## config.mk

```make
export PLATFORM = sky130hd
export DESIGN_NAME = pim_mac_sched
export DESIGN_NICKNAME = d
export VERILOG_FILES = /design/src/rtl/pim_pkg.sv /design/src/rtl/pim_rr_arb2.sv /design/src/rtl/pim_mac_sched.sv
export SDC_FILE = /design/constraint.sdc
export NUM_CORES = 2
export LEC_CHECK = 0
export CORE_AREA = 2 2 296 298
export CTS_CLUSTER_SIZE = 8
export DETAILED_ROUTE_END_ITERATION = 7
export DIE_AREA = 0 0 298 300
export PLACE_DENSITY_LB_ADDON = 0.1
export SYNTH_ARGS = -nofsm -noshare
export SYNTH_HDL_FRONTEND = slang
export SYNTH_HIERARCHICAL = 1
export SYNTH_SLANG_ARGS = --single-unit
export TNS_END_PERCENT = 100
```

## constraint.sdc

```tcl
create_clock -name clk -period 31.6 [get_ports clk]
set_input_delay 4.74 -clock clk [delete_from_list [all_inputs] [get_ports clk]]
set_output_delay 4.74 -clock clk [all_outputs]
set_load 0.1 [all_outputs]
```

## src/rtl/pim_pkg.sv

```systemverilog
// Shared definitions for the PIM macro controller: scheduler state encoding
// and default geometry constants.
package pim_pkg;

    typedef enum logic [2:0] {
        S_IDLE,
        S_HRD,
        S_HRSP,
        S_HWR,
        S_MISSUE,
        S_MWAIT
    } state_t;

    localparam int unsigned PDEPTH_DEF    = 256;
    localparam int unsigned ACC_WIDTH_DEF = 48;

endpackage

```

## src/rtl/pim_rr_arb2.sv

```systemverilog
// Two-requester arbiter (host vs. MAC pass) with alternating priority when
// both request; a lone requester always wins.
module pim_rr_arb2 (
    input  logic clk,
    input  logic rst,
    input  logic en,
    input  logic req_host,
    input  logic req_pass,
    output logic grant_host,
    output logic grant_pass
);

    logic last_was_host;

    always_comb begin
        grant_host = en && req_host && (!req_pass || !last_was_host);
        grant_pass = en && req_pass && (!req_host || last_was_host);
    end

    always_ff @(posedge clk or posedge rst) begin
        if (rst) begin
            last_was_host <= 1'b0;
        end else if (grant_host || grant_pass) begin
            last_was_host <= grant_host;
        end
    end

endmodule

```

## src/rtl/pim_mac_sched.sv

```systemverilog
// Shares the PIM macro port between host word accesses and multi-pass MAC
// jobs, accumulating per-pass results into a wide signed sum.
module pim_mac_sched
    import pim_pkg::*;
#(
    parameter int unsigned DATA_WIDTH  = 32,
    parameter int unsigned ADDR_WIDTH  = 6,
    parameter int unsigned PDEPTH      = PDEPTH_DEF,
    parameter int unsigned ACC_WIDTH   = ACC_WIDTH_DEF,
    parameter int unsigned MAC_LATENCY = 1
) (
    input  logic                  clk,
    input  logic                  rst,
    input  logic                  host_req_valid,
    output logic                  host_req_ready,
    input  logic                  host_req_we,
    input  logic [ADDR_WIDTH-1:0] host_req_addr,
    input  logic [DATA_WIDTH-1:0] host_req_wdata,
    output logic                  host_rsp_valid,
    output logic [DATA_WIDTH-1:0] host_rsp_rdata,
    input  logic                  job_valid,
    output logic                  job_ready,
    input  logic [PDEPTH-1:0]     job_rwl,
    input  logic [7:0]            job_passes,
    output logic                  res_valid,
    input  logic                  res_ready,
    output logic [ACC_WIDTH-1:0]  res_data,
    output logic [ADDR_WIDTH-1:0] pim_addr,
    output logic [DATA_WIDTH-1:0] pim_d,
    output logic                  pim_w_en,
    output logic                  pim_p_en,
    output logic [PDEPTH-1:0]     pim_rwl,
    input  logic [DATA_WIDTH-1:0] pim_q,
    input  logic [DATA_WIDTH-1:0] pim_mac_out
);

    localparam int unsigned CW = (MAC_LATENCY > 1) ? $clog2(MAC_LATENCY) : 1;

    state_t                state, next_state;
    logic                  job_active;
    logic                  grant_host, grant_pass;
    logic [PDEPTH-1:0]     rwl_reg;
    logic [7:0]            passes_left;
    logic [ACC_WIDTH-1:0]  acc, acc_sum;
    logic [CW-1:0]         lat_cnt;

    pim_rr_arb2 u_arb (
        .clk       (clk),
        .rst       (rst),
        .en        (state == S_IDLE && !rst),
        .req_host  (host_req_valid),
        .req_pass  (job_active),
        .grant_host(grant_host),
        .grant_pass(grant_pass)
    );

    always_ff @(posedge clk or posedge rst) begin
        if (rst) state <= S_IDLE;
        else     state <= next_state;
    end

    always_comb begin
        next_state     = state;
        host_req_ready = 1'b0;
        job_ready      = 1'b0;
        acc_sum        = acc + ACC_WIDTH'($signed(pim_mac_out));
        case (state)
            S_IDLE: begin
                // Readies are forced low while reset is held.
                job_ready      = !rst && !job_active && !res_valid;
                host_req_ready = grant_host;
                if (grant_host)      next_state = host_req_we ? S_HWR : S_HRD;
                else if (grant_pass) next_state = S_MISSUE;
            end
            S_HRD:    next_state = S_HRSP;
            S_HRSP:   next_state = S_IDLE;
            S_HWR:    next_state = S_IDLE;
            S_MISSUE: next_state = S_MWAIT;
            S_MWAIT:  if (lat_cnt == '0) next_state = S_IDLE;
            default:  next_state = S_IDLE;
        endcase
    end

    always_ff @(posedge clk or posedge rst) begin
        if (rst) begin
            host_rsp_valid <= 1'b0;
            host_rsp_rdata <= '0;
            res_valid      <= 1'b0;
            res_data       <= '0;
            pim_addr       <= '0;
            pim_d          <= '0;
            pim_w_en       <= 1'b0;
            pim_p_en       <= 1'b0;
            pim_rwl        <= '0;
            acc            <= '0;
            rwl_reg        <= '0;
            passes_left    <= '0;
            job_active     <= 1'b0;
            lat_cnt        <= '0;
        end else begin
            pim_w_en       <= 1'b0;
            pim_p_en       <= 1'b0;
            pim_rwl        <= '0;
            host_rsp_valid <= 1'b0;

            if (job_ready && job_valid) begin
                rwl_reg     <= job_rwl;
                passes_left <= (job_passes == 8'd0) ? 8'd1 : job_passes;
                acc         <= '0;
                job_active  <= 1'b1;
            end

            if (host_req_ready) begin
                pim_addr <= host_req_addr;
                if (host_req_we) begin
                    pim_d    <= host_req_wdata;
                    pim_w_en <= 1'b1;
                end
            end

            if (grant_pass) begin
                pim_p_en <= 1'b1;
                pim_rwl  <= rwl_reg;
            end

            if (state == S_MISSUE) lat_cnt <= CW'(MAC_LATENCY - 1);

            if (state == S_MWAIT) begin
                if (lat_cnt == '0) begin
                    acc         <= acc_sum;
                    rwl_reg     <= {rwl_reg[PDEPTH-2:0], rwl_reg[PDEPTH-1]};
                    passes_left <= passes_left - 8'd1;
                    if (passes_left == 8'd1) begin
                        res_valid  <= 1'b1;
                        res_data   <= acc_sum;
                        job_active <= 1'b0;
                    end
                end else begin
                    lat_cnt <= lat_cnt - CW'(1);
                end
            end

            if (state == S_HRSP) begin
                host_rsp_valid <= 1'b1;
                host_rsp_rdata <= pim_q;
            end

            if (res_valid && res_ready) res_valid <= 1'b0;
        end
    end

endmodule

```

# After elaboration in Yosys (flattened, before gate mapping)
# Index checks and enable logic that the tools add are counted.
# Widths: inputs -> output; s select.
# totals
ramBits	0
inputBits	372
latch_bits	0
mem_count	0
word_cells	86
romBits	0
reg_bits	696
output_inout_bits	380
# classes
n_bitwise	1
shift	0
magnitude_cmp	0
reduce_logical	25
div	0
muxes	33
mul	0
add_sub_neg	3
n_eq_ne	8
# ops
cell	count
$mux 256	4
$mux 48	3
$add 48x48->48	1
$mux 8	4
$mux 1	17
$pmux 3 s4	1
$logic_and 1x1->1	9
$mux 3	3
$eq 8x1->1 const B	1
$logic_not 8->1	1
$sub 8x1->8 const B	1
$eq 3x3->1 const B	2
$reduce_and 3->1	2
$logic_not 1->1	5
$reduce_and 2->1	2
$reduce_bool 2->1	2
$eq 3x1->1 const B	1
$eq 3x2->1 const B	1
$logic_not 3->1	1
$logic_or 1x1->1	3
$ne 3x2->1 const B	1
$mux 2	1
$ne 2x1->1 const B	1
$ne 2x2->1 const B	1
2 further kinds	2

# Longest topological paths before layout
# depth
ltp_word	9
depth_mapped	11
mapped_depth_nobuf	11

# Hierarchy
# Netlist, hierarchy kept.
# modules_own_cells
mod	seq_area_each_um2	n_inst	area_per_inst_um2	cells_per_inst
pim_mac_sched	17391.7	1	29273.1	2589
pim_rr_arb2	25.0	1	65.1	9

# Least setup slack after synthesis
# No wires, ideal clock.
# synth_timing
kind	input-to-output
startpoint	input rst
endpoint	output host_req_ready
t_arrival_ns	7.438
n_path_buf	0
path_slack_ns	19.422
cell_stages	4
required_time_ns	26.860
cell_sequence	nor4_1 -> nand2_1 -> a21oi_1 -> nor4b_2
# synth_between
elab_chain_len	5
# synth_rtl
element	line_no	text
from (decl)	pim_mac_sched.sv:13	input logic rst,
$logic_not 1->1 (no line)	-	
$logic_and 1x1->1	pim_mac_sched.sv:50	.en (state == S_IDLE && !rst),
$logic_and 1x1->1 (2 in series)	pim_rr_arb2.sv:16	grant_host = en && req_host && (!req_pass || !last_was_host);
via grant_host	pim_mac_sched.sv:41	logic grant_host, grant_pass;
$mux 1	pim_mac_sched.sv:67	case (state)
to (decl)	pim_mac_sched.sv:15	output logic host_req_ready,
# The timed path passes the listed nets, and every way through them passes these cells.

# Final worst setup path
# Ends and elaborated chain as after synthesis.

==> impl_metrics.prom <==
# TYPE chip_impl_metric gauge
chip_impl_info{name="status",value="completed"} 1
chip_impl_info{name="cts_root_buffer",value="sky130_fd_sc_hd__clkbuf_16"} 1
chip_impl_metric{name="numClockSinks",unit=""} 696
chip_impl_metric{name="globalRouteTotalUtil",unit=""} 0.205
chip_impl_metric{name="drc",unit=""} 0
chip_impl_metric{name="global_route_wire_length_before_repair",unit="µm"} 142000
chip_impl_metric{name="num-nets-final",unit=""} 3735
chip_impl_metric{name="syn_to_final_growth",unit="%"} 38.1
chip_impl_metric{name="cts.clk_slew.worst_paths",unit="ns"} 0.05
chip_impl_metric{name="antenna_found_initial",unit=""} 16
chip_impl_metric{name="post_cts_hold_buffer_count",unit=""} 0
chip_impl_metric{name="synth_enable_flop_cells",unit=""} 0
chip_impl_metric{name="design.core.area",unit="µm²"} 86200
chip_impl_metric{name="die_height",unit="µm"} 300
chip_impl_metric{name="worst_pin_slew",unit="ns"} 1.18
chip_impl_metric{name="ctsResizeCount",unit=""} 0
chip_impl_metric{name="initial_core_util",unit=""} 0.340
chip_impl_metric{name="total_die_area",unit="µm²"} 89400
chip_impl_metric{name="required",unit="ns"} 26.86
chip_impl_info{name="rsz0062_at_grt",value="no"} 1
chip_impl_metric{name="comb_power_share",unit=""} 0.465
chip_impl_metric{name="grt-ovfl-total",unit=""} 0
chip_impl_metric{name="postSynthCellCount",unit=""} 2598
chip_impl_metric{name="num_io_pins",unit=""} 752
chip_impl_metric{name="synth.yosys.seq_area_share",unit=""} 0.594
chip_impl_metric{name="detail_route.wl_per_cell",unit="µm"} 20.9
chip_impl_metric{name="cellLeakagePower",unit="nW"} 16.8
chip_impl_metric{name="post-route-min-period",unit="ns"} 12.73
chip_impl_metric{name="power",unit="mW"} 4.41
chip_impl_metric{name="async_reset_ff_frac",unit=""} 1.00
chip_impl_metric{name="postCtsSetupBuffers",unit=""} 0
chip_impl_metric{name="cts_made_buffers",unit=""} 97
chip_impl_metric{name="route.antenna.remaining_nets",unit=""} 0
chip_impl_metric{name="die_w",unit="µm"} 298
chip_impl_metric{name="dr.first_iter.drc_count",unit=""} 1137
chip_impl_metric{name="post_synth.cell_area_avg",unit="µm²"} 11.3
chip_impl_info{name="yosys.area.top_type",value="sky130_fd_sc_hd__dfrtp_1"} 1
chip_impl_metric{name="number_of_global_route_vias_before_repair",unit=""} 22800
chip_impl_metric{name="insertion_delay",unit="ns"} 0.65
chip_impl_info{name="synth.top_cells.by_area",value="sky130_fd_sc_hd__dfrtp_1 (59%), sky130_fd_sc_hd__mux2i_1 (8.8%), sky130_fd_sc_hd__o21ai_0 (6.3%)"} 1
chip_impl_metric{name="yosys.cell_types.count",unit=""} 64
chip_impl_metric{name="seqPwrFrac",unit=""} 0.322
chip_impl_metric{name="post-route-period-util",unit=""} 0.403
chip_impl_metric{name="fin_worst_skew",unit="ns"} 0.0347
chip_impl_metric{name="area_share_of_the_largest_cell_type_after_synthesis",unit=""} 0.594
chip_impl_metric{name="cellInternalPower",unit="mW"} 2.34
chip_impl_metric{name="place_hpwl",unit="µm"} 66300
chip_impl_metric{name="powerDensity",unit="nW/µm²"} 109
chip_impl_metric{name="number_of_nets_produced_by_synthesis",unit=""} 3020
chip_impl_metric{name="synthesized_area",unit="µm²"} 29300
chip_impl_metric{name="p_switching",unit="mW"} 2.07
chip_impl_metric{name="ys_seq_elements",unit=""} 696
chip_impl_metric{name="setup_viol_count_final",unit=""} 0
chip_impl_metric{name="max-slew-margin-rel",unit=""} 0.210
chip_impl_metric{name="num_rows",unit=""} 108
chip_impl_info{name="endpoint_kind",value="output port"} 1
chip_impl_metric{name="cts.path.max_buffers",unit=""} 3
chip_impl_metric{name="total_negative_setup_slack",unit="ns"} 0
chip_impl_metric{name="routed_wirelength",unit="µm"} 93600
chip_impl_metric{name="vias",unit=""} 21800
chip_impl_metric{name="hold_violations",unit=""} 0
chip_impl_metric{name="power.clock.fraction",unit=""} 0.213
chip_impl_info{name="setup.worst_path.start_class",value="input port"} 1
chip_impl_info{name="synthMostInstantiatedCell",value="sky130_fd_sc_hd__dfrtp_1"} 1
chip_impl_metric{name="cts_max_level",unit=""} 3
chip_impl_metric{name="routed_via_density",unit=""} 4.86
chip_impl_metric{name="pre_antenna_drt_iters",unit=""} 5
chip_impl_metric{name="final_number_of_max_transition_violations",unit=""} 0
chip_impl_metric{name="crit_arrival",unit="ns"} 7.99
chip_impl_metric{name="switching_share",unit=""} 0.470
chip_impl_metric{name="grt_max_degree",unit=""} 201
chip_impl_metric{name="final_layout_size_suffix_gt1_frac",unit=""} 0.0704
chip_impl_metric{name="synthesis.yosys.warnings",unit=""} 6
chip_impl_metric{name="post-route-util",unit=""} 0.470
chip_impl_metric{name="peakVddDrop",unit="µV"} 93.7
chip_impl_metric{name="cap_viol_max_count",unit=""} 0
chip_impl_info{name="synthTopCellsByCount",value="sky130_fd_sc_hd__dfrtp_1 (696), sky130_fd_sc_hd__o21ai_0 (369), sky130_fd_sc_hd__nand2_1 (354), sky130_fd_sc_hd__mux2i_1 (258), sky130_fd_sc_hd__and2_1 (257)"} 1
chip_impl_metric{name="port_buffers",unit=""} 751
chip_impl_info{name="worst-setup-path-type",value="input port to output port"} 1
chip_impl_info{name="hp-class",value="flip-flop to flip-flop"} 1
chip_impl_info{name="cts_tree",value="done"} 1
chip_impl_metric{name="worst-path-max-fanout",unit=""} 8
chip_impl_metric{name="gp_routability_congestion",unit=""} 0.869
chip_impl_metric{name="fmax",unit="GHz"} 0.0785
chip_impl_info{name="synth_ff_type",value="sky130_fd_sc_hd__dfrtp_1"} 1
==> placed cells by master (no fill, tap or decap), types with 27 or more instances in the layout <==
master | netlist | layout
sky130_fd_sc_hd__clkdlybuf4s50_1 | 0 | 748
sky130_fd_sc_hd__dfrtp_1 | 696 | 696
sky130_fd_sc_hd__o21ai_0 | 369 | 369
sky130_fd_sc_hd__nand2_1 | 354 | 353
sky130_fd_sc_hd__mux2i_1 | 258 | 258
sky130_fd_sc_hd__and2_1 | 257 | 256
sky130_fd_sc_hd__clkbuf_16 | 0 | 98
sky130_fd_sc_hd__mux2_2 | 77 | 77
sky130_fd_sc_hd__a21oi_1 | 71 | 70
sky130_fd_sc_hd__nand3_1 | 56 | 56
sky130_fd_sc_hd__ha_1 | 49 | 49
sky130_fd_sc_hd__nor2_1 | 35 | 35
sky130_fd_sc_hd__xnor2_1 | 27 | 27
==> final cells by class <==
type                       count  area [µm²]
antenna                        4        10.0
clock buffer                 103        2470
clock inverter                 7         164
fill                        8028       45700
inverter                      21        86.3
multi-input combinational   1721       11200
sequential                   696       17400
tap                         1155        1450
timing repair buffer         776        7720
==> cell families after synthesis <==
logic type / share of synthesized area
AOI/OAI and AO/OA: 0.100
xor gates and xnor gates: 0.0140
adders and majority gates: 0.0216
buffers and inverters: 0.0257
DFF: 0.594
muxes: 0.118
and+or+nand+nor: 0.127
==> power by group through the flow <==
stage / logic [mW] / clock network (mW) / registers, mW
4_1_cts: 2.06 / 0.971 / 1.42
3_3_place_gp: 2.04 / 0 / 1.42
6_report: 2.05 / 0.938 / 1.42
2_1_floorplan: 0.603 / 0 / 2.31
5_1_grt: 2.17 / 1.01 / 1.46
3_5_place_dp: 2.06 / 0 / 1.43
==> worst max-delay path, stage by stage <==
cell and delay, ns:
sky130_fd_sc_hd__clkdlybuf4s50_1 0.53, sky130_fd_sc_hd__nor4_1 0.45, sky130_fd_sc_hd__nand2_1 0.17, sky130_fd_sc_hd__a21oi_1 0.35, sky130_fd_sc_hd__nor4b_2 0.34, sky130_fd_sc_hd__buf_4 0.24
sky130_fd_sc_hd__clkdlybuf4s50_1 1.16
==> path summary, 6_finish.rpt <==
| kind | to | cells past startpoint | start | slack, ns |
|---|---|---|---|---|
| setup / recovery | host_req_ready | 7 | rst | 18.87 |
| hold / removal | res_data[27]$_DFFE_PP0P_ | 2 | res_data[27]$_DFFE_PP0P_ | 0.48 |
| setup reg to reg | rwl_reg[159]$_DFF_PP0_ | 8 | state[2]$_DFFE_PP0P_ | 26.23 |
| hold reg to reg | res_data[27]$_DFFE_PP0P_ | 2 | res_data[27]$_DFFE_PP0P_ | 0.48 |
| max in group asynchronous | pim_rwl[6]$_DFF_PP0_ | 5 | rst | 23.73 |
| min in group asynchronous | u_arb/last_was_host$_DFFE_PP0P_ | 2 | rst | 4.41 |
==> per-layer routing <==
layer / share of wire / routed length, µm / GRT usage / up-vias
met5: 0.0014 / 132 / 0 / -
met4: 0.023 / 2160 / 0.0566 / 20
met3: 0.069 / 6490 / 0.0619 / 145
met2: 0.50 / 46900 / 0.353 / 638
met1: 0.41 / 37900 / 0.250 / 10700
li1: - / - / - / 10300
==> per-stage QoR <==
stage | area [µm²] | hold slack [ns] | instances | setup slack [ns]
CTS | 40500 | 0.475 | 4479 | 18.80
global placement | 37900 | 0.468 | 4369 | 18.84
floorplan | 29300 | 0.454 | 2598 | 7.37
detailed placement | 37900 | 0.475 | 4369 | 18.82
global route | 40500 | 0.504 | 4481 | 18.59
finish | 40500 | 0.479 | 4483 | 18.87
(Power assumes the default switching activity.)
